**config.mk**
```make
export PLATFORM = sky130hd
export DESIGN_NAME = ram_param
export DESIGN_NICKNAME = d
export VERILOG_FILES = /design/src/rtl/ram_pkg.sv /design/src/rtl/ram_clear_seq.sv /design/src/rtl/ram_param.sv
export SDC_FILE = /design/constraint.sdc
export NUM_CORES = 1
export LEC_CHECK = 0
export CAP_MARGIN = 20
export CELL_PAD_IN_SITES_DETAIL_PLACEMENT = 0
export CELL_PAD_IN_SITES_GLOBAL_PLACEMENT = 1
export CORE_AREA = 2 2 314 316
export DETAILED_ROUTE_END_ITERATION = 6
export DIE_AREA = 0 0 316 318
export PLACE_DENSITY = 0.67
export SYNTH_ARGS = -nofsm -noshare
export SYNTH_HDL_FRONTEND = slang
export SYNTH_SLANG_ARGS = --single-unit
```
**constraint.sdc**
```tcl
create_clock -name clk -period 2.9 [get_ports clk]
set_input_delay 0.87 -clock clk [delete_from_list [all_inputs] [get_ports clk]]
set_output_delay 0.87 -clock clk [all_outputs]
set_load 0.03 [all_outputs]
```
**src/rtl/ram_pkg.sv**
```systemverilog
// Shared types and constants for the parametrised single-port RAM family.
package ram_pkg;

    typedef enum logic {
        ST_IDLE  = 1'b0,
        ST_CLEAR = 1'b1
    } state_e;

    localparam int RDW_READ_FIRST  = 0;
    localparam int RDW_WRITE_FIRST = 1;

    // Address width for a given depth; a one-word array still needs one bit.
    function automatic int ram_addr_w(input int depth);
        return (depth > 1) ? $clog2(depth) : 1;
    endfunction

endpackage

```
**src/rtl/ram_clear_seq.sv**
```systemverilog
// Clear sequencer: walks every location once after reset or on a clr request.
module ram_clear_seq
    import ram_pkg::*;
#(
    parameter int DEPTH  = 64,
    parameter int ADDR_W = ram_addr_w(DEPTH)
) (
    input  logic              clk,
    input  logic              rst_n,
    input  logic              clr,
    output logic              busy,
    output logic              clr_we,
    output logic [ADDR_W-1:0] clr_addr
);

    localparam logic [ADDR_W-1:0] LAST_ADDR = ADDR_W'(DEPTH - 1);

    state_e            state_q, state_d;
    logic [ADDR_W-1:0] clr_addr_q, clr_addr_d;
    logic              busy_q, busy_d;

    always_comb begin
        state_d    = state_q;
        clr_addr_d = clr_addr_q;
        case (state_q)
            ST_CLEAR: begin
                if (clr_addr_q == LAST_ADDR) begin
                    state_d    = ST_IDLE;
                    clr_addr_d = '0;
                end else begin
                    clr_addr_d = clr_addr_q + 1'b1;
                end
            end
            ST_IDLE: begin
                if (clr) begin
                    state_d    = ST_CLEAR;
                    clr_addr_d = '0;
                end
            end
            default: begin
                state_d    = ST_CLEAR;
                clr_addr_d = '0;
            end
        endcase
        // busy follows the next state so it is a flop, not decode of the inputs.
        busy_d = (state_d == ST_CLEAR);
    end

    // NOTE: sequential state uses non-blocking assignments so every flop samples pre-edge values.
    always_ff @(posedge clk or negedge rst_n) begin
        if (!rst_n) begin
            state_q    <= ST_CLEAR;
            clr_addr_q <= '0;
            busy_q     <= 1'b1;
        end else begin
            state_q    <= state_d;
            clr_addr_q <= clr_addr_d;
            busy_q     <= busy_d;
        end
    end

    assign busy     = busy_q;
    assign clr_we   = (state_q == ST_CLEAR);
    assign clr_addr = clr_addr_q;

endmodule

```
**src/rtl/ram_param.sv**
```systemverilog
// Parametrised single-port synchronous RAM with registered read, selectable
// read-during-write behaviour and a built-in clear sequencer.
module ram_param
    import ram_pkg::*;
#(
    parameter int WIDTH    = 16,
    parameter int DEPTH    = 64,
    parameter int ADDR_W   = ram_addr_w(DEPTH),
    parameter int RDW_MODE = RDW_READ_FIRST
) (
    input  logic              clk,
    input  logic              rst_n,
    input  logic              load,
    input  logic [ADDR_W-1:0] address,
    input  logic [WIDTH-1:0]  in,
    input  logic              clr,
    output logic [WIDTH-1:0]  out,
    output logic              busy
);

    localparam logic [ADDR_W:0] DEPTH_EXT = (ADDR_W + 1)'(DEPTH);

    logic [WIDTH-1:0]  mem [DEPTH];
    logic              clr_we;
    logic [ADDR_W-1:0] clr_addr;

    logic              in_range;
    logic              user_we;
    logic              wr_en;
    logic [ADDR_W-1:0] wr_addr;
    logic [WIDTH-1:0]  wr_data;
    logic [WIDTH-1:0]  rd_data;
    logic [WIDTH-1:0]  out_q, out_d;

    ram_clear_seq #(
        .DEPTH  (DEPTH),
        .ADDR_W (ADDR_W)
    ) u_clear_seq (
        .clk      (clk),
        .rst_n    (rst_n),
        .clr      (clr),
        .busy     (busy),
        .clr_we   (clr_we),
        .clr_addr (clr_addr)
    );

    // A clr request in the same cycle as load drops the user write.
    always_comb begin
        in_range = ({1'b0, address} < DEPTH_EXT);
        user_we  = !clr_we && load && !clr && in_range;
        wr_en    = clr_we || user_we;
        wr_addr  = clr_we ? clr_addr : address;
        wr_data  = clr_we ? '0 : in;
        rd_data  = in_range ? mem[address] : '0;
    end

    // NOTE: the array carries no reset; the clear sequencer is its only initialiser.
    always_ff @(posedge clk) begin
        if (wr_en) begin
            mem[wr_addr] <= wr_data;
        end
    end

    always_comb begin
        out_d = rd_data;
        if (clr_we) begin
            out_d = '0;
        end else if ((RDW_MODE == RDW_WRITE_FIRST) && user_we) begin
            out_d = in;
        end
    end

    always_ff @(posedge clk or negedge rst_n) begin
        if (!rst_n) begin
            out_q <= '0;
        end else begin
            out_q <= out_d;
        end
    end

    assign out = out_q;

endmodule

```
---- Yosys cells after proc, flatten, opt, wreduce, memory -nomap -nowiden ----
Memory sizes are Yosys's and may differ from the RTL's.
Cells that the tools add are included.
storage, ports and cells
  bits in read-only memories .............. 0
  bits in registers ....................... 23
  output and inout bits ................... 17
  bits in writable memories ............... 1024
  memories ................................ 1
  logic and storage cells ................. 24
  input port bits ......................... 26
  latch bits .............................. 0
memory list
  memory  depth  width  rd ports  clocked after memory_dff  write ports  line             RTL
  mem     64     16     1         0                         1            ram_param.sv:23  logic [WIDTH-1:0] mem [DEPTH];
cells by class
  shifts and indexed selects .............. 0
  $lt $le $gt $ge ......................... 0
  div/mod/pow operators ................... 0
  bitwise operators ....................... 1
  multipliers ............................. 0
  add/sub/neg operators ................... 1
  equal/unequal tests ..................... 2
  multiplexer cells ....................... 11
  reduce and logical (&&, ||, !) cells .... 5
operators by type and width
  cell                   number
  $mux W16               2
  $mux W6                3
  $pmux W6 S2            1
  $add A6 B1 Y6 const B  1
  $eq A6 B6 Y1 const B   1
  $mux W1                4
  $logic_and A1 B1 Y1    2
  $logic_not A1 Y1       2
  $ne A2 B2 Y1 const B   1
  $pmux W1 S2            1
  $logic_or A1 B1 Y1     1
  $not A1 Y1             1

---- Longest topological paths before layout ----
  word-level depth ........................ 6
  depth in mapped cells ................... 10
  gate-level depth less buffers ........... 6

---- By module ----
From an unflattened synthesis, not the netlist that was laid out.
unflattened totals
  cells, all modules ...................... 1782
  area total of the unflattened synthesis .. 40567.7 um^2
by module, submodules not included
  module         area each (um^2)  cells each  seq. area each (um^2)  instances
  ram_param      40204.8           1743        31149.9                1
  ram_clear_seq  362.8             39          176.4                  1

---- Least setup slack after synthesis ----
Ideal clock, no wire load.
  path kind ............................... input-to-reg
  start point ............................. in address[0]
  end point ............................... mem mem[11][0] (enable)
  stages on the path ...................... 9
  required time ........................... 2.512 ns
  setup slack ............................. -0.322 ns
  path buffers ............................ 5
  arrival time ............................ 2.834 ns
  setup time .............................. 0.388 ns
  cells stage by stage .................... buf_6 > buf_12 > buf_8 > buf_6 > buf_2 > nand2_1 > o21ai_0 > nand2_1 > nor2_1
between the ends
  cells in the longest elaborated chain, start to end .. 1
ends and longest elaborated chain
  element          line             RTL
  start, declared  ram_param.sv:14  input logic [ADDR_W-1:0] address,
  $mux W6          ram_param.sv:52  wr_addr = clr_we ? clr_addr : address;
  end, declared    ram_param.sv:23
No other way between the ends.

---- Worst setup path in the final report ----
  start point ............................. reg out_q[8] (netlist: out[8])
  end point ............................... out out[8]
RTL lines
  element                 line             RTL
  start, declared         ram_param.sv:33  logic [WIDTH-1:0] out_q, out_d;
  start signal, assigned  ram_param.sv:77  out_q <= out_d;
  end, declared           ram_param.sv:17  output logic [WIDTH-1:0] out,
No word-level cell between the ends.

==> results.sh <==
export IMPL_vias_per_cell=5.63
export IMPL_drt_first_pass_iters=5
export IMPL_period_needed_ns=2.77
export IMPL_dp_slack_ns=-0.495
export IMPL_cts_clk_slew_worst_paths_ns=0.06
export IMPL_cp_max_fo=1
export IMPL_synth_area_um2=40600
export IMPL_core_area_um2=97400
export IMPL_top_layer_used="met4"
export IMPL_synth_edff_count=1024
export IMPL_cp_slowest_stage_delay_ns=0.75
export IMPL_maxSlewHeadroom_pct=53.7
export IMPL_cts_tree="yes"
export IMPL_syn_area_per_cell_um2=22.5
export IMPL_critPathTopFamily="buffers and inverters"
export IMPL_ctsLongestPathBuffers=3
export IMPL_hold_violations=0
export IMPL_ys_seq_elements=1047
export IMPL_finalNonFillerCells=3484
export IMPL_min_period_over_period_pct=95.5
export IMPL_p_comb_share_pct=12.1
export IMPL_gp_congestion=0.850
export IMPL_cp_cell_sequence="clkdlybuf4s50_1"
export IMPL_yosysWarnings=0
export IMPL_cts_sinks=1047
export IMPL_drv_slew=0
export IMPL_wl_per_cell_um=27.6
export IMPL_cts_max_level=3
export IMPL_clockRootBuffer="clkbuf_16"
export IMPL_crit_path_end_kind="output pin"
export IMPL_synthFlopType="edfxtp_1"
export IMPL_p_int_mw=26.5
export IMPL_status="complete, no violations"
export IMPL_synthXorXnorAreaFrac_pct=0
export IMPL_fp_dieH_um=318
export IMPL_wl_met3_mm=6.04
export IMPL_wl_mm=96.3
export IMPL_yosysSeqAreaShare_pct=77.2
export IMPL_finalNetCount=2144
export IMPL_sequentialPowerShare_pct=51.6
export IMPL_cts_made_buffers=99
export IMPL_final_common_cell="edfxtp_1"
export IMPL_critPathLaunchType="flip-flop"
export IMPL_io_buffers=42
export IMPL_layout_common_cells="edfxtp_1 (1,024), mux4_2 (267), buf_4 (148)"
export IMPL_p_clk_share_pct=36.2
export IMPL_powerDensity_nw_per_um2=705
export IMPL_critical_path_class="flip-flop to output pin"
export IMPL_arrival_ns=1.90
export IMPL_drtAntennaViolNets=0
export IMPL_post_cts_resized=0
export IMPL_dp_hpwl_mm=59.0
export IMPL_drt_initial_drc_count=2205
export IMPL_leakagePower_nw=16.1
export IMPL_rows=115
export IMPL_place_inst=3303
export IMPL_start_util_pct=41.6
export IMPL_cts_setup_buffers=0
export IMPL_synth_adder_area_share_pct=0.0308
export IMPL_tightest_slew_ns=0.695
export IMPL_required_ns=2.03
export IMPL_async_reset_ff_share_pct=2.20
export IMPL_antennaDiodeCount=0
export IMPL_crit_buf_inv=1
export IMPL_area_growth_pct=20.5
export IMPL_syn_num_nets=1832
export IMPL_dr_wl_met2_mm=45.8
export IMPL_critPathSlowestCell="clkdlybuf4s50_1"
export IMPL_synth_top_family_by_area="multiplexers"
export IMPL_p_sw_mw=7.99
export IMPL_wirelength_met1_mm=42.2
export IMPL_grt_pass1_wl_mm=141
export IMPL_whs_ns=0.615
export IMPL_overflow=0
export IMPL_p_sw_share_pct=23.2
export IMPL_synth_compound_gate_area_share_pct=2.01
export IMPL_via_count=19600
export IMPL_grt_pass1_vias=20100
export IMPL_pin_count=43
export IMPL_max_freq_mhz=361
export IMPL_grt_max_degree=65
export IMPL_syn_instance_count=1805
export IMPL_synth_distinct_cells=51
export IMPL_setup_viol=0
export IMPL_min_path_type="flip-flop to flip-flop"
export IMPL_track_usage_pct=19.4
export IMPL_power_mw=34.5
export IMPL_fin_ws_ns=0.132
export IMPL_clock_skew_final_ns=0.0163
export IMPL_grt_setup_unrepaired="no"
export IMPL_drv_cap=0
export IMPL_layout_drive_gt1_share_pct=33.5
export IMPL_route_detailed_drc=0
export IMPL_die_x_um=316
export IMPL_postCtsHoldBufs=0
export IMPL_synthMuxAreaShare_pct=17.1
export IMPL_dieArea_um2=100000
export IMPL_ir_drop_uv=430
export IMPL_fin_tns_setup_ns=0
export IMPL_antenna_found_initial=0
export IMPL_clkLatencyLatePin_ns=0.66
export IMPL_yosys_area_share_simple_pct=2.04
-- synthesized netlist by cell type (2+ instances only) --
cell type | number | area, um2
nor2_1 | 76 | 285
o31ai_1 | 4 | 30.0
a21oi_1 | 10 | 50.1
nand2b_1 | 7 | 43.8
a22oi_1 | 40 | 300
buf_1 | 3 | 11.3
o22ai_1 | 2 | 12.5
a41oi_1 | 2 | 17.5
buf_6 | 11 | 124
dfrtp_1 | 22 | 551
nand2_1 | 48 | 180
inv_1 | 3 | 11.3
nor3_1 | 3 | 15.0
o211ai_2 | 8 | 100
mux4_2 | 267 | 6010
a221oi_1 | 6 | 52.6
clkbuf_1 | 22 | 82.6
or3_1 | 2 | 12.5
mux2i_1 | 94 | 941
nand3_1 | 18 | 90.1
o21ai_1 | 5 | 25.0
buf_4 | 29 | 218
edfxtp_1 | 1024 | 30700
o21ai_0 | 18 | 90.1
nor2b_1 | 23 | 144
buf_2 | 28 | 140
nand3b_1 | 3 | 22.5
nor3b_1 | 2 | 15.0
o21a_1 | 3 | 22.5
-- metrics by stage --
step / utilization, % / area, um2
floorplan: - / 40800
global placement: 47.0 / 45800
detailed placement: 47.0 / 45800
CTS: 50.2 / 48900
global route: 50.2 / 48900
finish: 50.2 / 48900
-- flip-flops by register name, indices dropped and copies added, names as in the netlist --
signal	count
mem	1024
out	16
u_clear_seq.clr_addr	6
u_clear_seq.clr_we	1
-- power by group through the flow --
stage / Combinational [mW] / Sequential [mW] / Clock [mW]
after floorplan: 2.09 / 18.1 / 0
final: 4.19 / 17.8 / 12.5
after global routing: 4.43 / 17.9 / 13.3
after global placement: 4.17 / 18.1 / 0
after detailed placement: 4.20 / 18.1 / 0
after CTS: 4.23 / 17.8 / 12.8
-- metal layers --
metal	vias to the layer above	global-route usage [%]
met3	109	3.14
met1	10600	28.7
met5	-	0
met4	0	5.19
li1	8241	-
met2	682	30.1
-- logic make-up (layout without fill, tap and decap cells) --
kind of cell,after synthesis,in the layout
AOI/OAI and AO/OA,111,111
and+or+nand+nor,185,185
adders and majority gates,1,1
DFF,1047,1047
buffers and inverters,100,492
muxes,361,361
-- worst paths after layout --
path,startpoint,to,slack [ns],depth (start not counted)
max in group asynchronous,rst_n,u_clear_seq.clr_we$_DFF_PN1_,1.92,2
worst max-delay path,out[8]$_DFF_PN0_,out[8],0.13,1
worst min-delay path,u_clear_seq.clr_addr[3]$_DFFE_PN0P_,u_clear_seq.clr_addr[3]$_DFFE_PN0P_,0.61,2
min in group asynchronous,rst_n,out[11]$_DFF_PN0_,0.64,2
worst max register to register,u_clear_seq.clr_we$_DFF_PN1_,mem[54][8]$_DFFE_PP_,0.52,7
worst min register to register,u_clear_seq.clr_addr[3]$_DFFE_PN0P_,u_clear_seq.clr_addr[3]$_DFFE_PN0P_,0.61,2
-- final cells by class --
cell class,count,area [um2]
clock buffer,121,2600
clock inverter,60,515
fill,7593,48500
inverter,4,15.0
multi-input combinational,658,8940
sequential,1047,31300
tap,1287,1610
timing repair buffer,307,3890
(Power assumes the default switching activity.)
